### config.mk
export PLATFORM = sky130hd
export DESIGN_NAME = mul_div_iter
export DESIGN_NICKNAME = d
export VERILOG_FILES = /design/src/rtl/mul_div_iter.sv
export SDC_FILE = /design/constraint.sdc
export NUM_CORES = 1
export LEC_CHECK = 0
export ABC_CLOCK_PERIOD_IN_PS = 15680
export BUFFER_PORTS_ARGS = -buffer_cell sky130_fd_sc_hd__buf_2
export CELL_PAD_IN_SITES_DETAIL_PLACEMENT = 0
export CELL_PAD_IN_SITES_GLOBAL_PLACEMENT = 2
export CORE_ASPECT_RATIO = 0.6
export CORE_UTILIZATION = 35
export DETAILED_ROUTE_END_ITERATION = 6
export PLACE_DENSITY = 0.86
export SYNTH_ARGS = -nofsm -noshare
export SYNTH_HDL_FRONTEND = slang
export SYNTH_SLANG_ARGS = --single-unit
export TNS_END_PERCENT = 1
### constraint.sdc
create_clock -name clk -period 15.68 [get_ports clk]
set_input_delay 3.136 -clock clk [delete_from_list [all_inputs] [get_ports clk]]
set_output_delay 3.136 -clock clk [all_outputs]
set_load 0.03 [all_outputs]
### src/rtl/mul_div_iter.sv
// Radix-2 iterative RV32M-style multiply/divide unit with valid/ready handshakes.
// One multiplier/quotient bit per cycle; special cases bypass the iteration.
module mul_div_iter #(
    parameter  int XLEN  = 32,
    localparam int CNT_W = $clog2(XLEN + 1)
) (
    input  logic            clk,
    input  logic            reset,
    input  logic            in_valid,
    output logic            in_ready,
    input  logic [4:0]      multControl,
    input  logic [XLEN-1:0] A,
    input  logic [XLEN-1:0] B,
    output logic            out_valid,
    input  logic            out_ready,
    output logic [XLEN-1:0] multResult,
    output logic            illegal,
    output logic            busy
);

    localparam logic [4:0] OP_MUL    = 5'h0A;
    localparam logic [4:0] OP_MULH   = 5'h0B;
    localparam logic [4:0] OP_MULHSU = 5'h0C;
    localparam logic [4:0] OP_MULHU  = 5'h0D;
    localparam logic [4:0] OP_DIV    = 5'h0E;
    localparam logic [4:0] OP_DIVU   = 5'h0F;
    localparam logic [4:0] OP_REM    = 5'h10;
    localparam logic [4:0] OP_REMU   = 5'h11;

    localparam logic [XLEN-1:0] MOST_NEG = {1'b1, {(XLEN-1){1'b0}}};

    typedef enum logic [1:0] {S_IDLE, S_CALC, S_FIX, S_DONE} state_t;

    state_t              state;
    logic [4:0]          op;
    logic                neg_a;
    logic                neg_b;
    logic [XLEN-1:0]     opd;
    logic [2*XLEN-1:0]   acc;
    logic [XLEN-1:0]     rem;
    logic [CNT_W-1:0]    cnt;

    logic                op_legal, is_div, signed_a, signed_b, a_neg, b_neg;
    logic                div_zero, div_ovf;
    logic [XLEN-1:0]     a_mag, b_mag;

    always_comb begin
        op_legal = (multControl >= OP_MUL) && (multControl <= OP_REMU);
        is_div   = (multControl >= OP_DIV) && (multControl <= OP_REMU);
        signed_a = (multControl == OP_MULH) || (multControl == OP_MULHSU) ||
                   (multControl == OP_DIV)  || (multControl == OP_REM);
        signed_b = (multControl == OP_MULH) || (multControl == OP_DIV) ||
                   (multControl == OP_REM);
        a_neg    = signed_a && A[XLEN-1];
        b_neg    = signed_b && B[XLEN-1];
        a_mag    = a_neg ? (~A + 1'b1) : A;
        b_mag    = b_neg ? (~B + 1'b1) : B;
        div_zero = is_div && (B == '0);
        div_ovf  = ((multControl == OP_DIV) || (multControl == OP_REM)) &&
                   (A == MOST_NEG) && (B == '1);
    end

    // Multiply: acc = {partial product, remaining multiplier bits}.
    // Divide: acc[XLEN-1:0] shifts dividend bits out and quotient bits in.
    logic [XLEN:0]       mul_sum;
    logic [XLEN:0]       rem_sh;
    logic [XLEN:0]       trial;
    logic [2*XLEN-1:0]   prod;
    logic [XLEN-1:0]     quo_v, rem_v;

    always_comb begin
        mul_sum = {1'b0, acc[2*XLEN-1:XLEN]} + (acc[0] ? {1'b0, opd} : '0);
        rem_sh  = {rem, acc[XLEN-1]};
        trial   = rem_sh - {1'b0, opd};
        prod    = (neg_a ^ neg_b) ? (~acc + 1'b1) : acc;
        quo_v   = (neg_a ^ neg_b) ? (~acc[XLEN-1:0] + 1'b1) : acc[XLEN-1:0];
        rem_v   = neg_a ? (~rem + 1'b1) : rem;
    end

    always_ff @(posedge clk or posedge reset) begin
        if (reset) begin
            state      <= S_IDLE;
            in_ready   <= 1'b1;
            out_valid  <= 1'b0;
            multResult <= '0;
            illegal    <= 1'b0;
            busy       <= 1'b0;
            cnt        <= '0;
            op         <= '0;
            neg_a      <= 1'b0;
            neg_b      <= 1'b0;
            opd        <= '0;
            acc        <= '0;
            rem        <= '0;
        end else begin
            unique case (state)
                S_IDLE: begin
                    if (in_valid) begin
                        in_ready <= 1'b0;
                        busy     <= 1'b1;
                        op       <= multControl;
                        illegal  <= !op_legal;
                        if (!op_legal) begin
                            multResult <= '0;
                            out_valid  <= 1'b1;
                            state      <= S_DONE;
                        end else if (div_zero) begin
                            multResult <= ((multControl == OP_DIV) || (multControl == OP_DIVU)) ? '1 : A;
                            out_valid  <= 1'b1;
                            state      <= S_DONE;
                        end else if (div_ovf) begin
                            multResult <= (multControl == OP_DIV) ? A : '0;
                            out_valid  <= 1'b1;
                            state      <= S_DONE;
                        end else begin
                            neg_a <= a_neg;
                            neg_b <= b_neg;
                            opd   <= is_div ? b_mag : a_mag;
                            acc   <= {{XLEN{1'b0}}, (is_div ? a_mag : b_mag)};
                            rem   <= '0;
                            cnt   <= CNT_W'(XLEN - 1);
                            state <= S_CALC;
                        end
                    end
                end
                S_CALC: begin
                    if (op >= OP_DIV) begin
                        if (!trial[XLEN]) begin
                            rem <= trial[XLEN-1:0];
                            acc <= {acc[2*XLEN-1:XLEN], acc[XLEN-2:0], 1'b1};
                        end else begin
                            rem <= rem_sh[XLEN-1:0];
                            acc <= {acc[2*XLEN-1:XLEN], acc[XLEN-2:0], 1'b0};
                        end
                    end else begin
                        acc <= {mul_sum, acc[XLEN-1:1]};
                    end
                    cnt <= cnt - 1'b1;
                    if (cnt == '0) state <= S_FIX;
                end
                S_FIX: begin
                    unique case (op)
                        OP_MUL:                        multResult <= prod[XLEN-1:0];
                        OP_MULH, OP_MULHSU, OP_MULHU:  multResult <= prod[2*XLEN-1:XLEN];
                        OP_DIV, OP_DIVU:               multResult <= quo_v;
                        default:                       multResult <= rem_v;
                    endcase
                    out_valid <= 1'b1;
                    state     <= S_DONE;
                end
                S_DONE: begin
                    if (out_ready) begin
                        out_valid <= 1'b0;
                        in_ready  <= 1'b1;
                        busy      <= 1'b0;
                        state     <= S_IDLE;
                    end
                end
                default: state <= S_IDLE;
            endcase
        end
    end

endmodule

# After elaboration in Yosys (flattened, before gate mapping)
# Cells that the tools add are included.
# word_totals
regBits	179
output_inout_bits	36
# classes
add_sub_neg	8
magnitude_cmp	4
n_eq_ne	25
mux	53
bitwise	8
reduce_logical	33
# ops
operator	count
two-way mux 32 bit	19
two-way mux 64 bit	6
adder 32 x 1 -> 32 bit, second input constant	4
inverter 32 bit	4
one-hot mux 32 bit (2 select lines)	2
one-hot mux 64 bit (2 select lines)	1
one-hot mux 32 bit (3 select lines)	1
adder 64 x 1 -> 64 bit, second input constant	1
== test 32 bit, second input constant	2
inverter 64 bit	1
== test 5 x 4 -> 1 bit, second input constant	10
adder 32 x 32 -> 33 bit	1
subtractor 33 x 32 -> 33 bit	1
zero test 32 bit	1
two-way mux 6 bit	4
inequality test 2 bit, second input constant	8
greater-or-equal comparator 5 x 4 -> 1 bit, second input constant	3
two-way mux 2 bit	6
one-hot mux 6 bit (2 select lines)	1
AND reduction 6 bit	2
AND reduction 5 bit	2
two-way mux 1 bit	9
AND reduction 3 bit	3
one-hot mux 2 bit (4 select lines)	1
21 further kinds	38

# Logic depth before layout (Yosys ltp)
# Gate-level depths: netlist of run 1.
# logic_depth
ltp_word	12
ltp_mapped	15

# Worst setup path before layout of run 1
# No wires, ideal clock.
# synth_timing
path_type	input port to flip-flop
start	input A[21]
end	register multResult[1]
arrival_ps	5810
required_ps	15555
slack_ps	9745
stages	9
n_path_buf	1
path_cell_list	or4_1 -> or4_1 -> or4b_1 -> nor3_1 -> or3_1 -> nand3_1 -> o21ai_2 -> buf_2 -> mux2_2
# synth_between
elab_chain_len	5
# synth_lines
element	line_no	text
start: declaration	12	input logic [XLEN-1:0] A,
== test 32 bit	60	(A == MOST_NEG) && (B == '1);
logical AND 1 bit	59	div_ovf = ((multControl == OP_DIV) || (multControl == OP_REM)) &&
logical AND 1 bit	60	
inequality test 4 bit (no line)	n/a	
AND reduction 3 bit (no line)	n/a	
end signal: assignment	108	multResult <= ((multControl == OP_DIV) || (multControl == OP_DIVU)) ? '1 : A;
end signal: assignment	112	multResult <= (multControl == OP_DIV) ? A : '0;
end signal: assignment	143	OP_MUL: multResult <= prod[XLEN-1:0];
end: declaration	16	output logic [XLEN-1:0] multResult,
# No other way between the ends.
# A chain may end at the register's enable or synchronous reset.

# Final worst setup path of run 1
# layout_timing
start	input A[20]
end	register rem[30]
# layout_between
elab_chain_len	5
# layout_lines
element	line_no	text
== test 32 bit	60	
logical AND 1 bit	59	
logical AND 1 bit	60	
inequality test 2 bit (no line)	n/a	
AND reduction 6 bit (no line)	n/a	
end signal: assignment	129	rem <= trial[XLEN-1:0];
end signal: assignment	132	rem <= rem_sh[XLEN-1:0];
end: declaration	40	logic [XLEN-1:0] rem;
# No other way between the ends.

==> reports/metrics.cfg, run 1 <==
[run_status]
status = finished, final reports clean

[final_layout]
final_cell_mix = a21oi_1 (233), nor2_1 (224), nand2_1 (184)
drive_above_1_share_pct = 11.1
area_growth_pct = 10.8
utilization_pct = 39.3
layout_commonest_cell = a21oi_1
n_fill_cell = 4594
layout.nets = 2220
fin_cells = 2672

[place]
post-dp-hpwl_mm = 50.7
dp_slack_ns = 7.47
placedCellCount = 2639
finalWeightedCongestion = 0.982
numPortBuffers = 108

[timing]
worstMarginPinSlew_ns = 1.42
fin_crit_ns = 7.82
max_freq_ghz = 0.128
finalWorstSetupSlack_ns = 7.86
rsz0062_at_grt = no
hold_viol = 0
finalCritPeriodShare_pct = 49.9
worst_clock_skew_ns = 0.0212
setup_viol = 0
timing.slew.headroom_pct = 5.42
final.setup.tns_ns = 0
slew_viol_final = 0

[pwr]
seq_power_share_pct = 24.0
power.static_leakage_nw = 7.54
p_int_mw = 1.78
p_sw_mw = 2.05
p_comb_share_pct = 63.6
clkPwrFrac_pct = 12.4
power_switching_share_pct = 53.6
p_per_area_nw_per_um2 = 218
vdd_drop_max_v = 0.000112

[routing]
wl_per_cell_um = 23.8
drt_iter0_markers = 2049
via_count = 16041
first_pass_iters = 6
drc = 0
drt_wl_total_mm = 63.6
vias_per_cell = 6.00
postRouteAntennaNets = 0

[worst_setup_path]
end_kind = flip-flop
critPathLaunchType = primary input
crit_required_ns = 16.08
cp_slowest_stage_delay_ns = 0.84
critPathSlowestCell = nand2_1
critPathBufInv = 2
crit_chain = buf_2 -> or4_1 -> or4_1 -> or4b_1 -> nor3_1 -> or4_2 -> buf_4 -> nand2_1 -> o21a_2 -> nand2_1 -> a32o_1 -> a21o_1
critPathArrivalTime_ns = 8.23
critPathMaxFanout = 75
crit_family = simple AND/OR/NAND/NOR gates
crit_type = in -> reg

[clocking]
path_clk_slew_ns = 0.08
cts_resized = 0
cts_hold_buffers = 0
h-tree-depth = 4
cts_sinks = 179
postCtsSetupBuffers = 0
clk_latency_ns = 0.47
cts_buffers = 17
cts_tree = built
clock_path_buffers = 2
root_buffer = clkbuf_16

[die]
die_area_um2 = 46300
std_cell_rows = 60
dieHeight_um = 167
core_um2 = 44800
ioPinCount = 109
initial_utilization_pct = 35.5
die-width_um = 277

[synth]
synth_seq_cells = 179
synth_flop_cell = dfrtp_1
synth_nets = 2185
syn_avg_cell_area_um2 = 7.82
yosys_warnings = 0
synthesis.area_um2 = 15900
yosys.area.top_type_share_pct = 28.0
synthCells = 2034
synth_edf_count = 0
ys_async_sr_fraction_pct = 100
synth.largest_area_cell = dfrtp_1
yosysSeqAreaShare_pct = 28.2
synth.distinct_cells = 80
synthTopCellsByArea = dfrtp_1 (28%), a21oi_1 (7.3%), xor2_1 (6.1%)

[global_route]
grt_pass1_wl_mm = 94.7
grt_use_total_pct = 27.2
grt_overflow = 0
grt_pass1_vias = 14391
antenna_found_initial = 3
grt_start_max_net_pins = 76

[flow_run]
drv_cap = 0

[worst_hold_path]
hp-class = reg -> reg

==> registers in the layout, summed over array words and instances, names as in the netlist, 2 cells and up <==
name	count
cnt	6
opd	32
rem	32
acc	64
op	5
state	2
multResult	32
==> power groups by stage <==
stage	Sequential, mW	Combinational [mW]	Clock, mW
floorplan	0.940	1.92	0
global placement	0.920	2.35	0
detailed placement	0.923	2.38	0
CTS	0.914	2.39	0.481
global route	0.949	2.65	0.501
finish	0.920	2.44	0.475
==> metal layers <==
layer	global-route usage, %	wire, um	part of all wire [%]
met4	4.18	692	1.1
met5	0	24	0.038
met2	33.8	23100	36
met3	8.41	7150	11
met1	44.4	32700	51
==> synth_stat cells (13+ instances only) <==
cell type / n
a21oi_1: 233
nor2_1: 226
nand2_1: 184
dfrtp_1: 178
o21ai_0: 167
xor2_1: 110
xnor2_1: 96
clkbuf_1: 84
ha_1: 76
inv_1: 74
o31ai_1: 37
a21o_1: 35
mux2i_1: 33
nor3_1: 32
o22ai_1: 31
a211oi_1: 28
mux2_2: 28
nand3_1: 28
a31oi_1: 24
buf_2: 24
nand2b_1: 21
o41ai_1: 19
or3_1: 18
or4_1: 16
a221oi_1: 15
o21a_1: 15
o211ai_1: 14
and3_1: 13
==> through the flow <==
stage	power, mW	hold slack (ns)	area (um2)
CTS	3.79	0.489	17600
floorplan	2.86	0.450	15900
finish	3.83	0.485	17600
detailed placement	3.31	0.472	17000
global placement	3.27	0.470	17000
global route	4.10	0.513	17600
==> worst reg2reg max path: cells and delay by family (launching register included) <==
| kind | cells | cell delay [ns] |
|---|---|---|
| AND/OR/NAND/NOR | 4 | 1.49 |
| flip-flops | 1 | 0.50 |
| adder cells (fa/ha/maj) | 2 | 0.76 |
| buffers and inverters | 3 | 0.98 |
| AO/OA/AOI/OAI | 6 | 1.61 |
==> cells by family after synthesis <==
| logic type | after synthesis | synth area share [%] |
|---|---|---|
| flip-flops | 179 | 28.2 |
| XOR/XNOR | 206 | 11.3 |
| AO/OA/AOI/OAI | 709 | 27.7 |
| multiplexers | 61 | 4.06 |
| buffers and inverters | 191 | 4.72 |
| AND/OR/NAND/NOR | 610 | 17.8 |
| adder cells (fa/ha/maj) | 78 | 6.23 |
==> final timing paths <==
check                      cells after the start  slack (ns)        to    start
max                                           12        7.86   rem[30]    A[20]
min                                            2        0.48   opd[28]  opd[28]
max reg2reg                                   15       10.19   rem[27]  acc[31]
min reg2reg                                    2        0.48   opd[28]  opd[28]
max in group asynchronous                      3       11.60   opd[11]    reset
min in group asynchronous                      2        2.68  state[1]    reset
==> final cells by class <==
type | instances | area (um2) | share of cell area, %
flip-flops and latches | 179 | 4480 | 25.4
well taps | 589 | 737 | 4.18
inverters | 75 | 287 | 1.63
clock buffers | 18 | 439 | 2.49
multi-input cells | 1664 | 10800 | 61.1
clock inverters | 14 | 191 | 1.09
repair buffers | 132 | 721 | 4.09
diodes | 1 | 2.50 | 0.0142
No activity file was read; power rests on OpenSTA's default activity.
==> inputs of run 2 (changes only) <==
- ABC_CLOCK_PERIOD_IN_PS: 15680 -> 7420
- clock period: 15.68 -> 7.42 ns (I/O delays scaled with it)
==> run 2 against run 1 <==
Against the previous run:
- clock skew down 0.0020 ns
- non-clock buffer count unchanged
- core utilization down 0.14 points
- sequential power up 110%
- setup slack worse by 6.4 ns
- first-iteration DRC count up 1.3%
- highest routed layer is now met4
- cell count about the same
- routed wire length down 0.61%
- critical path depth up 2
- die area unchanged
- clock power up 97%
==> reports/metrics.cfg, run 2 (synthesis results as in run 1) <==
[die]
ioPinCount = 109  ; unchanged
dieHeight_um = 167  ; unchanged
die-width_um = 277  ; unchanged
std_cell_rows = 60  ; unchanged
initial_utilization_pct = 35.5  ; unchanged
core_um2 = 44800  ; unchanged
die_area_um2 = 46300  ; unchanged

[pwr]
seq_power_share_pct = 24.3  ; +0.3 points
p_int_mw = 3.74  ; +110%
clkPwrFrac_pct = 11.6  ; -0.8 points
p_sw_mw = 4.33  ; +110%
p_comb_share_pct = 64.1  ; +0.5 points
total_power_mw = 8.07  ; +110%
p_per_area_nw_per_um2 = 460  ; +110%
vdd_drop_max_v = 0.000179  ; +59%
power.static_leakage_nw = 7.49  ; -0.55%
power_switching_share_pct = 53.6  ; +0.074 points

[global_route]
grt_use_total_pct = 27.0  ; -0.20 points
grt_pass1_wl_mm = 94.5  ; -0.17%
grt_pass1_vias = 14263  ; -0.89%
grt_start_max_net_pins = 89  ; +17%
grt_overflow = 0  ; unchanged
antenna_found_initial = 2  ; -1

[worst_setup_path]
crit_type = in -> reg
crit_family = simple AND/OR/NAND/NOR gates
crit_top_cell = nand2_1
critPathSlowestCell = nand2_1
critPathLaunchType = primary input
critPathArrivalTime_ns = 6.36  ; -1.87 ns
crit_chain = buf_2 -> inv_1 -> ha_1 -> nand2b_1 -> or3_1 -> or4b_1 -> nor3_1 -> or4_2 -> nand2_1 -> buf_4 -> o21a_2 -> nand2_1 -> a32o_1 -> a21o_1
critPathBufInv = 3  ; +1
end_kind = flip-flop
crit_required_ns = 7.77  ; -8.31 ns
critPathMaxFanout = 59  ; -21%
cp_slowest_stage_delay_ns = 1.07  ; +0.23 ns

[routing]
postRouteAntennaNets = 0  ; unchanged
drc = 0  ; unchanged
via_count = 15998  ; -0.27%
drt_wl_total_mm = 63.2  ; -0.61%
wl_per_cell_um = 23.7  ; -0.64%
vias_per_cell = 5.99  ; -0.31%
drt_iter0_markers = 2076  ; +1.3%
first_pass_iters = 6  ; unchanged

[place]
placedCellCount = 2639  ; unchanged
post-dp-hpwl_mm = 50.2  ; -1.0%
numPortBuffers = 108  ; unchanged
finalWeightedCongestion = 0.975  ; -0.74%

[clocking]
cts_hold_buffers = 0  ; unchanged
path_clk_slew_ns = 0.07  ; about the same
clock_path_buffers = 2  ; unchanged
h-tree-depth = 4  ; unchanged
clk_latency_ns = 0.47  ; about the same
cts_resized = 0  ; unchanged
root_buffer = clkbuf_16
cts_tree = built
postCtsSetupBuffers = 0  ; unchanged
cts_sinks = 179  ; unchanged
cts_buffers = 17  ; unchanged

[flow_run]
drv_cap = 0  ; unchanged

[timing]
final.setup.tns_ns = 0  ; unchanged
max_freq_ghz = 0.166
hold_viol = 0  ; unchanged
worstMarginPinSlew_ns = 1.26  ; -0.163 ns
slew_viol_final = 0  ; unchanged
timing.slew.headroom_pct = 16.3  ; +11 points
fin_crit_ns = 6.01
rsz0062_at_grt = no
finalCritPeriodShare_pct = 80.9
worst_clock_skew_ns = 0.0192  ; -0.00197 ns
setup_viol = 0  ; unchanged

[final_layout]
area_growth_pct = 10.4
regMostFlops = acc
largest_register_ffs = 64  ; unchanged
layout.nets = 2220  ; unchanged
drive_above_1_share_pct = 11.0  ; -0.096 points
fin_cells = 2673  ; +0.037%
final_cell_mix = a21oi_1 (233), nor2_1 (224), nand2_1 (184)
layout_commonest_cell = a21oi_1

[run_status]
status = finished, final reports clean

[worst_hold_path]
hp-class = reg -> reg

[run 2: metal layers]
metal | track usage, % | vias up | routed length [um]
li1 | - | 7464 | -
met1 | 44.5 | 7735 | 32400
met2 | 33.4 | 745 | 22900
met3 | 7.07 | 54 | 7060
met4 | 5.39 | 0 | 928
met5 | 0 | - | 0
[run 2: cell type report]
class                           instances  area (um2)
Inverter                               75         287
Sequential cell                       179        4480
Timing Repair Buffer                  132         733
Antenna cell                            2        5.00
Multi-Input combinational cell       1664       10800
Clock inverter                         12         118
Fill cell                            4621       27300
Tap cell                              589         737
Clock buffer                           20         447
[run 2: final timing paths]
kind / start / endpoint / slack [ns] / cells past startpoint
setup / recovery: A[0] / rem[30] / 1.41 / 14
hold / removal: opd[2] / opd[2] / 0.49 / 2
setup reg to reg: acc[31] / rem[13] / 1.46 / 15
hold reg to reg: opd[2] / opd[2] / 0.49 / 2
max in group asynchronous: reset / acc[38] / 4.99 / 3
min in group asynchronous: reset / multResult[13] / 1.17 / 2
[run 2: metrics by stage]
| stage | utilization (%) | worst slack (ns) | cell area, um2 | hold WS (ns) |
|---|---|---|---|---|
| 3_3_place_gp | 37.9 | 1.14 | 17000 | 0.469 |
| 6_report | 39.2 | 1.41 | 17600 | 0.491 |
| 3_5_place_dp | 37.9 | 1.11 | 17000 | 0.472 |
| 2_1_floorplan | - | 1.08 | 15900 | 0.450 |
| 5_1_grt | 39.2 | 1.15 | 17600 | 0.518 |
| 4_1_cts | 39.2 | 1.58 | 17600 | 0.489 |
[run 2: worst reg2reg max path: stages (launching register included)]
cell and delay, ns:
dfrtp_1 0.50, inv_1 0.22, ha_1 0.33, fa_1 0.44, nor2b_1 0.18, o31a_1 0.20
o31ai_1 0.14, a2111oi_0 1.05, o21ai_0 0.56, nor4_1 0.66, nor4b_1 0.18, a211oi_4 0.56
buf_12 0.27, buf_4 0.24, mux2i_1 0.20, o21ai_0 0.08
[run 2: power by group through the flow]
stage | Clock, mW | Sequential, mW | Combinational, mW
finish | 0.938 | 1.96 | 5.17
global route | 0.987 | 2.01 | 5.60
CTS | 0.943 | 1.94 | 5.08
detailed placement | 0 | 1.96 | 5.05
global placement | 0 | 1.94 | 4.98
floorplan | 0 | 1.99 | 4.06
==> inputs of run 3 (changes only) <==
- ABC_CLOCK_PERIOD_IN_PS: 7420 -> 5600
- clock period: 7.42 -> 5.6 ns (I/O delays scaled with it)
==> run 3 against run 2 <==
Against the previous run:
- sequential cell count unchanged
- critical path depth unchanged
- non-clock buffer count up 13
- hold slack worse by 0.0086 ns
- largest power group unchanged
==> reports/metrics.cfg, run 3 (synthesis results as in run 1) <==
[routing]
drc = 0  ; unchanged
wl_per_cell_um = 24.0  ; +1.3%
first_pass_iters = 6  ; unchanged
via_count = 15933  ; -0.41%
vias_per_cell = 5.94  ; -0.81%
postRouteAntennaNets = 0  ; unchanged
drt_wl_total_mm = 64.3  ; +1.7%
drt_iter0_markers = 1963  ; -5.4%

[final_layout]
finalInstanceArea_um2 = 17700  ; +0.98%
area_growth_pct = 11.4
regMostFlops = acc
ff_latch_area_um2 = 4480  ; unchanged
fin_cells = 2684  ; +0.41%
multiInputGateArea_um2 = 10800  ; about the same
final_cell_mix = a21oi_1 (233), nor2_1 (225), nand2_1 (184)
layout_commonest_cell = a21oi_1
largest_register_ffs = 64  ; unchanged
drive_above_1_share_pct = 11.6  ; +0.55 points
n_fill_cell = 4627  ; +0.13%
layout.nets = 2233  ; +0.59%
n_antenna_cell = 0  ; -2

[die]
core_um2 = 44800  ; unchanged
die_area_um2 = 46300  ; unchanged
initial_utilization_pct = 35.5  ; unchanged
dieHeight_um = 167  ; unchanged
ioPinCount = 109  ; unchanged
std_cell_rows = 60  ; unchanged
die-width_um = 277  ; unchanged

[worst_setup_path]
crit_chain = inv_1 -> ha_1 -> fa_1 -> nor2b_1 -> o31a_1 -> o31ai_1 -> a2111oi_1 -> o21ai_0 -> nor4_1 -> nor4b_1 -> a211oi_4 -> buf_12 -> nand2b_1 -> o21ai_0
timing.rr.start = acc[31]
r2r_slack_ns = 0.37  ; -1.09 ns
critPathSlowestCell = a2111oi_1
critPathArrivalTime_ns = 5.56  ; -0.80 ns
critPathLaunchType = flip-flop
reg2regPathDepth = 14  ; -1
crit_type = reg -> reg
end_kind = flip-flop
crit_required_ns = 5.93  ; -1.84 ns
crit_top_cell = o21ai_0
r2r-end = rem[26]
critPathMaxFanout = 36  ; -39%
cp_slowest_stage_delay_ns = 0.83  ; -0.24 ns

[clocking]
cts_tree = built
cts_hold_buffers = 0  ; unchanged
root_buffer = clkbuf_16
cts_sinks = 179  ; unchanged
path_clk_slew_ns = 0.08  ; about the same
postCtsSetupBuffers = 0  ; unchanged
clock_path_buffers = 2  ; unchanged
clk_latency_ns = 0.47  ; about the same
h-tree-depth = 4  ; unchanged
cts_resized = 0  ; unchanged
cts_buffers = 17  ; unchanged

[timing]
slew_viol_final = 0  ; unchanged
worstMarginPinSlew_ns = 1.28  ; +0.0227 ns
worst_clock_skew_ns = 0.0155  ; -0.00372 ns
hold_viol = 0  ; unchanged
whs_ns = 0.482  ; -0.00862 ns
finalCritPeriodShare_pct = 93.4
max_freq_ghz = 0.191
finalWorstSetupSlack_ns = 0.371  ; -1.04 ns
setup_viol = 0  ; unchanged
final.setup.tns_ns = 0  ; unchanged
timing.slew.headroom_pct = 14.8  ; -1.5 points
rsz0062_at_grt = no
fin_crit_ns = 5.23

[global_route]
grt_pass1_wl_mm = 95.1  ; +0.66%
grt_start_max_net_pins = 126  ; +42%
grt_pass1_vias = 14177  ; -0.60%
grt_use_total_pct = 27.4  ; +0.42 points
grt_overflow = 0  ; unchanged
antenna_found_initial = 1  ; -1

[place]
finalWeightedCongestion = 0.975  ; about the same
numPortBuffers = 108  ; unchanged
placedCellCount = 2652  ; +0.49%
dpl_cell_area_um2 = 17100  ; +0.70%
post-dp-hpwl_mm = 51.3  ; +2.3%
dp_slack_ns = 0.356  ; -0.750 ns

[pwr]
p_per_area_nw_per_um2 = 670  ; +46%
power.static_leakage_nw = 7.60  ; +1.4%
vdd_drop_max_v = 0.000453  ; +150%

[worst_hold_path]
hold_end = opd[16]
min_path_cells = 2  ; unchanged
hp-class = reg -> reg
min-delay-start = opd[16]

[run_status]
status = finished, final reports clean

[flow_run]
drv_cap = 0  ; unchanged

==> run 3: routing by layer <==
layer / vias up / GRT usage, % / wire [um]
met5: - / 3.69 / 251
met4: 6 / 4.76 / 841
met3: 48 / 10.8 / 7800
met2: 677 / 33.3 / 23000
met1: 7726 / 43.4 / 32500
li1: 7476 / - / -
==> run 3: final cells by class <==
class | count | area share, %
clock buffer | 18 | 2.42
clock inverter | 14 | 1.09
inverter | 75 | 1.61
multi-input combinational | 1664 | 60.6
sequential | 179 | 25.3
tap | 589 | 4.16
timing repair buffer | 145 | 4.83
==> run 3: how the worst max path moves through the flow <==
stage             from  cells past startpoint            end
3_3_place_gp   acc[31]                     14        rem[29]
6_report       acc[31]                     14        rem[26]
3_5_place_dp   acc[31]                     14        rem[18]
4_1_cts        acc[31]                     14        rem[26]
5_1_grt        acc[31]                     14        rem[26]
2_1_floorplan    A[21]                      9  multResult[1]
==> run 3: through the flow <==
stage	utilization (%)	total power [mW]
global placement	38.2	10.3
CTS	39.6	11.7
global route	39.6	12.7
finish	39.6	11.9
detailed placement	38.2	10.3
floorplan	-	8.01
==> run 3: power by group <==
group	internal [mW]	total, mW	switching (mW)
combinational	2.93	7.77	4.84
clock	0.721	1.35	0.626
sequential	1.88	2.77	0.893
total	5.53	11.9	6.36
==> run 3: worst max-delay path, delay by kind of cell, from the launching register on <==
kind	cells	cell delay [ns]
buf+inv	2	0.49
simple gates	4	1.35
fa+ha+maj	2	0.73
flops	1	0.49
compound gates	6	2.02
